`src/rtl/fetch_unit.sv`:
```
// Instruction fetch front end: sequential PC generation, single-outstanding imem
// requests, small instruction buffer toward decode, redirect/flush on retire jumps.
module fetch_unit #(
    parameter logic [31:0] START_PC   = 32'h0000_0000,
    parameter int          FIFO_DEPTH = 4,
    parameter int          TAG_W      = 4
) (
    input  logic             clk,
    input  logic             reset,
    input  logic             jump_in,
    input  logic [31:0]      new_pc,
    output logic             imem_req,
    output logic [31:0]      imem_addr,
    input  logic             imem_ready,
    input  logic             imem_rvalid,
    input  logic [31:0]      imem_rdata,
    output logic             valid_out,
    input  logic             ready_in,
    output logic [31:0]      instr_out,
    output logic [31:0]      pc_out,
    output logic [TAG_W-1:0] tag_out
);

    localparam int PTR_W = $clog2(FIFO_DEPTH);
    localparam logic [PTR_W:0]   CNT_ONE   = {{PTR_W{1'b0}}, 1'b1};
    localparam logic [PTR_W:0]   CNT_FULL  = FIFO_DEPTH[PTR_W:0];
    localparam logic [PTR_W-1:0] PTR_ONE   = {{(PTR_W-1){1'b0}}, 1'b1};
    localparam logic [TAG_W-1:0] TAG_ONE   = {{(TAG_W-1){1'b0}}, 1'b1};

    typedef enum logic [1:0] {
        S_REQ  = 2'd0,
        S_WAIT = 2'd1,
        S_DROP = 2'd2
    } state_t;

    state_t             r_state;
    logic [31:0]        r_pc;
    logic [TAG_W-1:0]   r_tag;
    logic [31:0]        r_req_pc;
    logic [TAG_W-1:0]   r_req_tag;
    logic [PTR_W-1:0]   r_wr_ptr;
    logic [PTR_W-1:0]   r_rd_ptr;
    logic [PTR_W:0]     r_count;

    logic [31:0]        r_fifo_instr [FIFO_DEPTH];
    logic [31:0]        r_fifo_pc    [FIFO_DEPTH];
    logic [TAG_W-1:0]   r_fifo_tag   [FIFO_DEPTH];

    logic w_accept;
    logic w_push;
    logic w_pop;

    // A jump cycle never issues a request, so the old PC cannot leak to memory.
    assign imem_req  = !reset && (r_state == S_REQ) && (r_count < CNT_FULL) && !jump_in;
    assign imem_addr = r_pc;
    assign w_accept  = imem_req && imem_ready;
    assign w_push    = (r_state == S_WAIT) && imem_rvalid && !jump_in;
    assign valid_out = (r_count != '0);
    assign w_pop     = valid_out && ready_in;

    assign instr_out = valid_out ? r_fifo_instr[r_rd_ptr] : 32'h0;
    assign pc_out    = valid_out ? r_fifo_pc[r_rd_ptr]    : 32'h0;
    assign tag_out   = valid_out ? r_fifo_tag[r_rd_ptr]   : '0;

    always_ff @(posedge clk) begin
        if (w_push) begin
            r_fifo_instr[r_wr_ptr] <= imem_rdata;
            r_fifo_pc[r_wr_ptr]    <= r_req_pc;
            r_fifo_tag[r_wr_ptr]   <= r_req_tag;
        end
    end

    always_ff @(posedge clk) begin
        if (reset) begin
            r_state   <= S_REQ;
            r_pc      <= START_PC;
            r_tag     <= '0;
            r_req_pc  <= 32'h0;
            r_req_tag <= '0;
            r_wr_ptr  <= '0;
            r_rd_ptr  <= '0;
            r_count   <= '0;
        end else begin
            if (jump_in) begin
                // Redirect wins over push/pop: the buffer is emptied outright.
                r_pc     <= new_pc & 32'hFFFF_FFFC;
                r_tag    <= r_tag + TAG_ONE;
                r_wr_ptr <= '0;
                r_rd_ptr <= '0;
                r_count  <= '0;
            end else begin
                if (w_accept) begin
                    r_pc <= r_pc + 32'd4;
                end
                if (w_push) begin
                    r_wr_ptr <= r_wr_ptr + PTR_ONE;
                end
                if (w_pop) begin
                    r_rd_ptr <= r_rd_ptr + PTR_ONE;
                end
                case ({w_push, w_pop})
                    2'b10:   r_count <= r_count + CNT_ONE;
                    2'b01:   r_count <= r_count - CNT_ONE;
                    default: r_count <= r_count;
                endcase
            end

            case (r_state)
                S_REQ: begin
                    if (w_accept) begin
                        r_state   <= S_WAIT;
                        r_req_pc  <= r_pc;
                        r_req_tag <= r_tag;
                    end
                end
                S_WAIT: begin
                    if (jump_in) begin
                        r_state <= imem_rvalid ? S_REQ : S_DROP;
                    end else if (imem_rvalid) begin
                        r_state <= S_REQ;
                    end
                end
                S_DROP: begin
                    // The stale response must still be absorbed before refetching.
                    if (imem_rvalid) begin
                        r_state <= S_REQ;
                    end
                end
                default: r_state <= S_REQ;
            endcase
        end
    end

endmodule
```
`config.mk`:
```
export PLATFORM = sky130hd
export DESIGN_NAME = fetch_unit
export DESIGN_NICKNAME = d
export VERILOG_FILES = /design/src/rtl/fetch_unit.sv
export SDC_FILE = /design/constraint.sdc
export NUM_CORES = 1
export LEC_CHECK = 0
export ABC_AREA = 1
export CAP_MARGIN = 20
export CORE_UTILIZATION = 45
export CTS_CLUSTER_DIAMETER = 40
export CTS_CLUSTER_SIZE = 30
export DETAILED_ROUTE_END_ITERATION = 10
export MAX_ROUTING_LAYER = met4
export PLACE_DENSITY = 0.69
export SLEW_MARGIN = 20
export SYNTH_ARGS = -nofsm -noshare
export SYNTH_HDL_FRONTEND = slang
export SYNTH_SLANG_ARGS = --single-unit
```
`constraint.sdc`:
```
create_clock -name clk -period 4.7 [get_ports clk]
set_input_delay 1.175 -clock clk [delete_from_list [all_inputs] [get_ports clk]]
set_output_delay 1.175 -clock clk [all_outputs]
set_load 0.02 [all_outputs]
```
## Word level (Yosys, flattened, before mapping)

Memory sizes are Yosys's and may differ from the RTL's. A register that Yosys moved wholly into a read port is not among the register bits.
Index checks and enable logic that the tools add are counted.

| word-level totals | value |
|---|---|
| ROM bits | 0 |
| register bits | 81 |
| logic and storage cells | 58 |
| RAM bits | 272 |
| memories kept | 3 |
| latch bits | 0 |
| bits of input ports | 70 |

| operators by class | value |
|---|---|
| mux-type cells | 19 |
| reduce and logical (&&, ||, !) cells | 15 |
| $mul | 0 |
| divide/modulo/power cells | 0 |
| bitwise gates (word level) | 0 |
| magnitude comparators | 1 |
| equality and inequality tests | 5 |
| shift operators | 0 |
| add/sub/neg operators | 6 |

Memories:

| name | words | width | read ports | clocked after memory_dff | write ports | line | text |
|---|---|---|---|---|---|---|---|
| r_fifo_instr | 4 | 32 | 1 | 1 | 1 | 45 | `logic [31:0] r_fifo_instr [FIFO_DEPTH];` |
| r_fifo_pc | 4 | 32 | 1 | 1 | 1 | 46 | `logic [31:0] r_fifo_pc [FIFO_DEPTH];` |
| r_fifo_tag | 4 | 4 | 1 | 1 | 1 | 47 | `logic [TAG_W-1:0] r_fifo_tag [FIFO_DEPTH];` |

Operators by type and width:

| cell | count |
|---|---|
| 32-bit 2-to-1 mux | 4 |
| 32-bit by 3-bit adder with 32-bit output (second input constant) | 1 |
| 2-bit 2-to-1 mux | 10 |
| 1-bit logical AND | 7 |
| 2-bit one-hot mux with 3 select lines | 1 |
| 3-bit one-hot mux with 2 select lines | 1 |
| 2-bit by 1-bit adder with 2-bit output (second input constant) | 2 |
| 4-bit by 1-bit adder with 4-bit output (second input constant) | 1 |
| 2-bit by 1-bit == test with 1-bit output (second input constant) | 2 |
| 2-bit == test (second input constant) | 2 |
| 4-bit 2-to-1 mux | 1 |
| 2-bit nonzero test | 2 |
| 3-bit by 1-bit adder with 3-bit output (second input constant) | 1 |
| 3-bit < comparator (second input constant) | 1 |
| 3-bit nonzero test | 1 |
| 3-bit by 1-bit subtractor with 3-bit output (second input constant) | 1 |
| 1-bit zero test | 2 |
| 2-bit zero test | 1 |
| 1-bit 2-to-1 mux | 2 |
| 2-bit != test (second input constant) | 1 |
| 2-bit AND reduction | 1 |
| 2-bit OR reduction | 1 |

## Longest topological paths before layout

| depth | value |
|---|---|
| depth in word-level cells | 7 |
| mapped depth | 11 |
| depth with buffers taken out | 11 |

## Worst setup path before layout

Ideal clock, no wire load.

| path | value |
|---|---|
| path kind | in2reg |
| start | input jump_in |
| end | memory r_fifo_instr[0][0] (enable) |
| data required time | 4.210 ns |
| stages on the path | 4 |
| buffers on the path | 1 |
| arrival time | 4.336 ns |
| path slack | -0.126 ns |
| setup time | 0.490 ns |
| path through | buf_2 nor2_1 inv_1 nor2_1 |

| between the ends | value |
|---|---|
| longest elaborated chain between the ends | 4 |

Ends and longest elaborated chain:

| item | line | text |
|---|---|---|
| start, declared | 10 | `input logic jump_in,` |
| 1-bit zero test | 57 | `assign w_push = (r_state == S_WAIT) && imem_rvalid && !jump_in;` |
| 1-bit logical AND | 57 |  |
| 1-bit 2-to-1 mux | 66 | `if (w_push) begin` |
| 1-bit 2-to-1 mux (implied by the code) | 67 | `r_fifo_instr[r_wr_ptr] <= imem_rdata;` |
| end, declared | 45 |  |

No other way between the ends.

==> out/summary.txt <==
Synth cell types: 38
Crit path DAT: 3.13 ns
DIE HEIGHT: 180 um
I/O Buffers: 165
H-tree Lvls: 2
Total grt overflow: 0
IO Pins: 172
Worst-skew pair later-pin latency: 0.53 ns
Slew headroom: 30.9%
DIE AREA: 32500 um2
Fin. max-slew vios: 0
Via density per instance: 5.22
Via count: 10400
Critical Path End Type: output pin
Post-Synthesis Cells: 1403
Iter 0 DRT Violations: 756
Post-layout min period: 4.30 ns
Antenna violations before repair: 0
First-pass GRT wire length: 53.7 mm
Hold_sp: r_rd_ptr[1]
Adder and majority gate portion of the synthesized area: 0.752%
Vias in the first global route: 10100
Outcome: finished, final reports clean
Area Overhead vs Synth: 25.4%
Critical Path RT: 3.52 ns
Largest family of logic cells by synthesized area: simple AND/OR/NAND/NOR gates
Register area share after synthesis: 66.5%
Mux cell area share after synthesis: 0%
# clock sinks: 343
# setup viols final: 0
WL final: 33.1 mm
Critical path class: reg -> out
Fin nets: 1636
GPL Wtd Cong: 0.828
Max Root-Sink Buffers: 3
# diodes: 0
Final hold slack: 0.469 ns
Hold Vio Cnt, Final: 0
All-layer global routing usage: 21.4%
DP Worst Slack: 0.785 ns
P per Cell Area: 396 nW/um2
Clock transition at the registers of the reported paths: 0.06 ns
Post-CTS Resized: 0
Clock skew: 0.0229 ns
Fin util: 58.0%
Core Region: 30900 um2
Period utilisation layout: 91.5%
P_leak: 6.33 nW
Sum of negative setup slack: 0 ns
# rows: 64
Layout cell share with drive strength beyond 1: 7.86%
Syn Area/Cell: 10.2 um2
Root Driver: clkbuf_16
Post-Synth XOR/XNOR Area: 0.306%
Synth Area in Compound Gates: 10.8%
Peak VDD IR: 0.236 mV
Post-DRT Antenna Nets: 0
Routed length per placed instance: 16.7 um
Post-CTS Setup Bufs: 0
Worst Tran Pin Value: 1.04 ns
CTS tree: done
Final worst slack: 0.398 ns
Effective utilization at floorplan: 46.3%
# hold bufs at CTS: 0
Final HPWL DP: 19.8 mm
RSZ-0062 raised after global routing: no
Total power: 7.10 mW
Synth Warn #: 0
RR Startpoint: r_count[1]
Placed insts: 1908
Total CTS buffers: 44
TritonRoute pass-1 iters: 5
Post-Synth Simple-Gate Area: 16.6%
#FFs+latches synth: 343
CP startpoint kind: register
Non-filler instance count after layout: 1987
Fin area: 17900 um2
Max cap viols: 0
CP Max Fanout: 47
DRC viols: 0
F_max: 232 MHz
Cell area after placement: 16400 um2
Die width: 180 um
Synthesized area: 14300 um2
Largest net degree at the start of global routing: 103
HP Class: reg -> reg
==> cells by family (layout without fill, tap and decap cells) <==
kind of cell	after synthesis	in the layout
and+or+nand+nor	578	578
adders and majority gates	8	8
xor gates and xnor gates	5	5
AOI/OAI and AO/OA	301	301
DFF	343	343
other	1	4
buffers and inverters	167	352
==> cells in the mapped netlist (all sizes together) <==
| library cell | instances | area (um2) |
|---|---|---|
| a211oi | 3 | 27.5 |
| a21oi | 104 | 521 |
| a22oi | 1 | 7.51 |
| a31oi | 8 | 50.1 |
| and2 | 1 | 6.26 |
| buf | 45 | 261 |
| clkbuf | 34 | 128 |
| conb | 1 | 3.75 |
| dfxtp | 79 | 1580 |
| edfxtp | 264 | 7930 |
| fa | 1 | 20.0 |
| ha | 7 | 87.6 |
| inv | 88 | 330 |
| nand2 | 142 | 538 |
| nand3 | 51 | 273 |
| nand3b | 1 | 7.51 |
| nand4 | 4 | 40.0 |
| nor2 | 368 | 1460 |
| nor3 | 9 | 45.0 |
| nor4 | 1 | 6.26 |
| o211a | 2 | 20.0 |
| o21a | 1 | 7.51 |
| o21ai | 182 | 911 |
| or2 | 1 | 6.26 |
| xor2 | 5 | 43.8 |
==> area by class of cell <==
cell class              instances  area (um2)
flip-flops and latches        343        9510
fillers                      2622       13000
inverters                      88         333
clock inverters                32         422
clock buffers                  47        1130
multi-input cells             896        4120
well taps                     396         495
repair buffers                185        1910
==> final timing paths <==
check,cells past startpoint,end,slack [ns]
setup reg to reg,10,r_count[2],2.52
hold reg to reg,2,register,0.47
hold / removal,2,register,0.47
setup / recovery,6,pc_out[29],0.40
==> cell usage in the layout, fill, tap and decap left out, types with 3 or more instances in the layout <==
cell / count
nor2_1: 351
edfxtp_1: 264
o21ai_0: 179
clkdlybuf4s50_1: 165
nand2_1: 140
a21oi_1: 104
inv_1: 86
dfxtp_1: 77
nand3_1: 49
clkbuf_16: 45
buf_4: 11
buf_12: 9
nor2_2: 8
nor3_1: 8
a31oi_1: 8
inv_6: 8
nor2_4: 7
ha_1: 7
clkinv_2: 5
xor2_1: 5
bufinv_16: 5
clkinv_8: 5
conb_1: 4
inv_8: 4
nand4_1: 3
o21ai_1: 3
clkinvlp_4: 3
==> critical path, stage by stage, from the launching register on <==
cell	delay [ns]
dfxtp_2	0.57
clkinv_2	0.41
buf_4	0.46
nor2_1	0.17
o21ai_0	0.09
a21oi_1	0.22
clkdlybuf4s50_1	0.65
==> report_power, final <==
| part | leakage [nW] | switching, mW | internal, mW |
|---|---|---|---|
| combinational | 2.52 | 0.157 | 0.127 |
| sequential | 3.06 | 0.0518 | 3.30 |
| clock | 0.752 | 1.37 | 2.09 |
==> routing by layer <==
metal  up-vias  GRT usage [%]  wire (um)
met5         -              -          0
met4         0           6.15        726
met3        58           3.44       2090
met2       347           34.1      15400
met1      4880           28.2      14800
li1       5094              -          -
==> registers in the layout, summed over array words and instances, names as in the netlist, 3 cells and up, named ones only <==
signal,cells
imem_addr,30
r_count,3
r_fifo_instr,128
r_fifo_pc,120
r_fifo_tag,16
r_req_pc,30
r_req_tag,4
r_tag,4
Power figures use the tool's default switching activity.
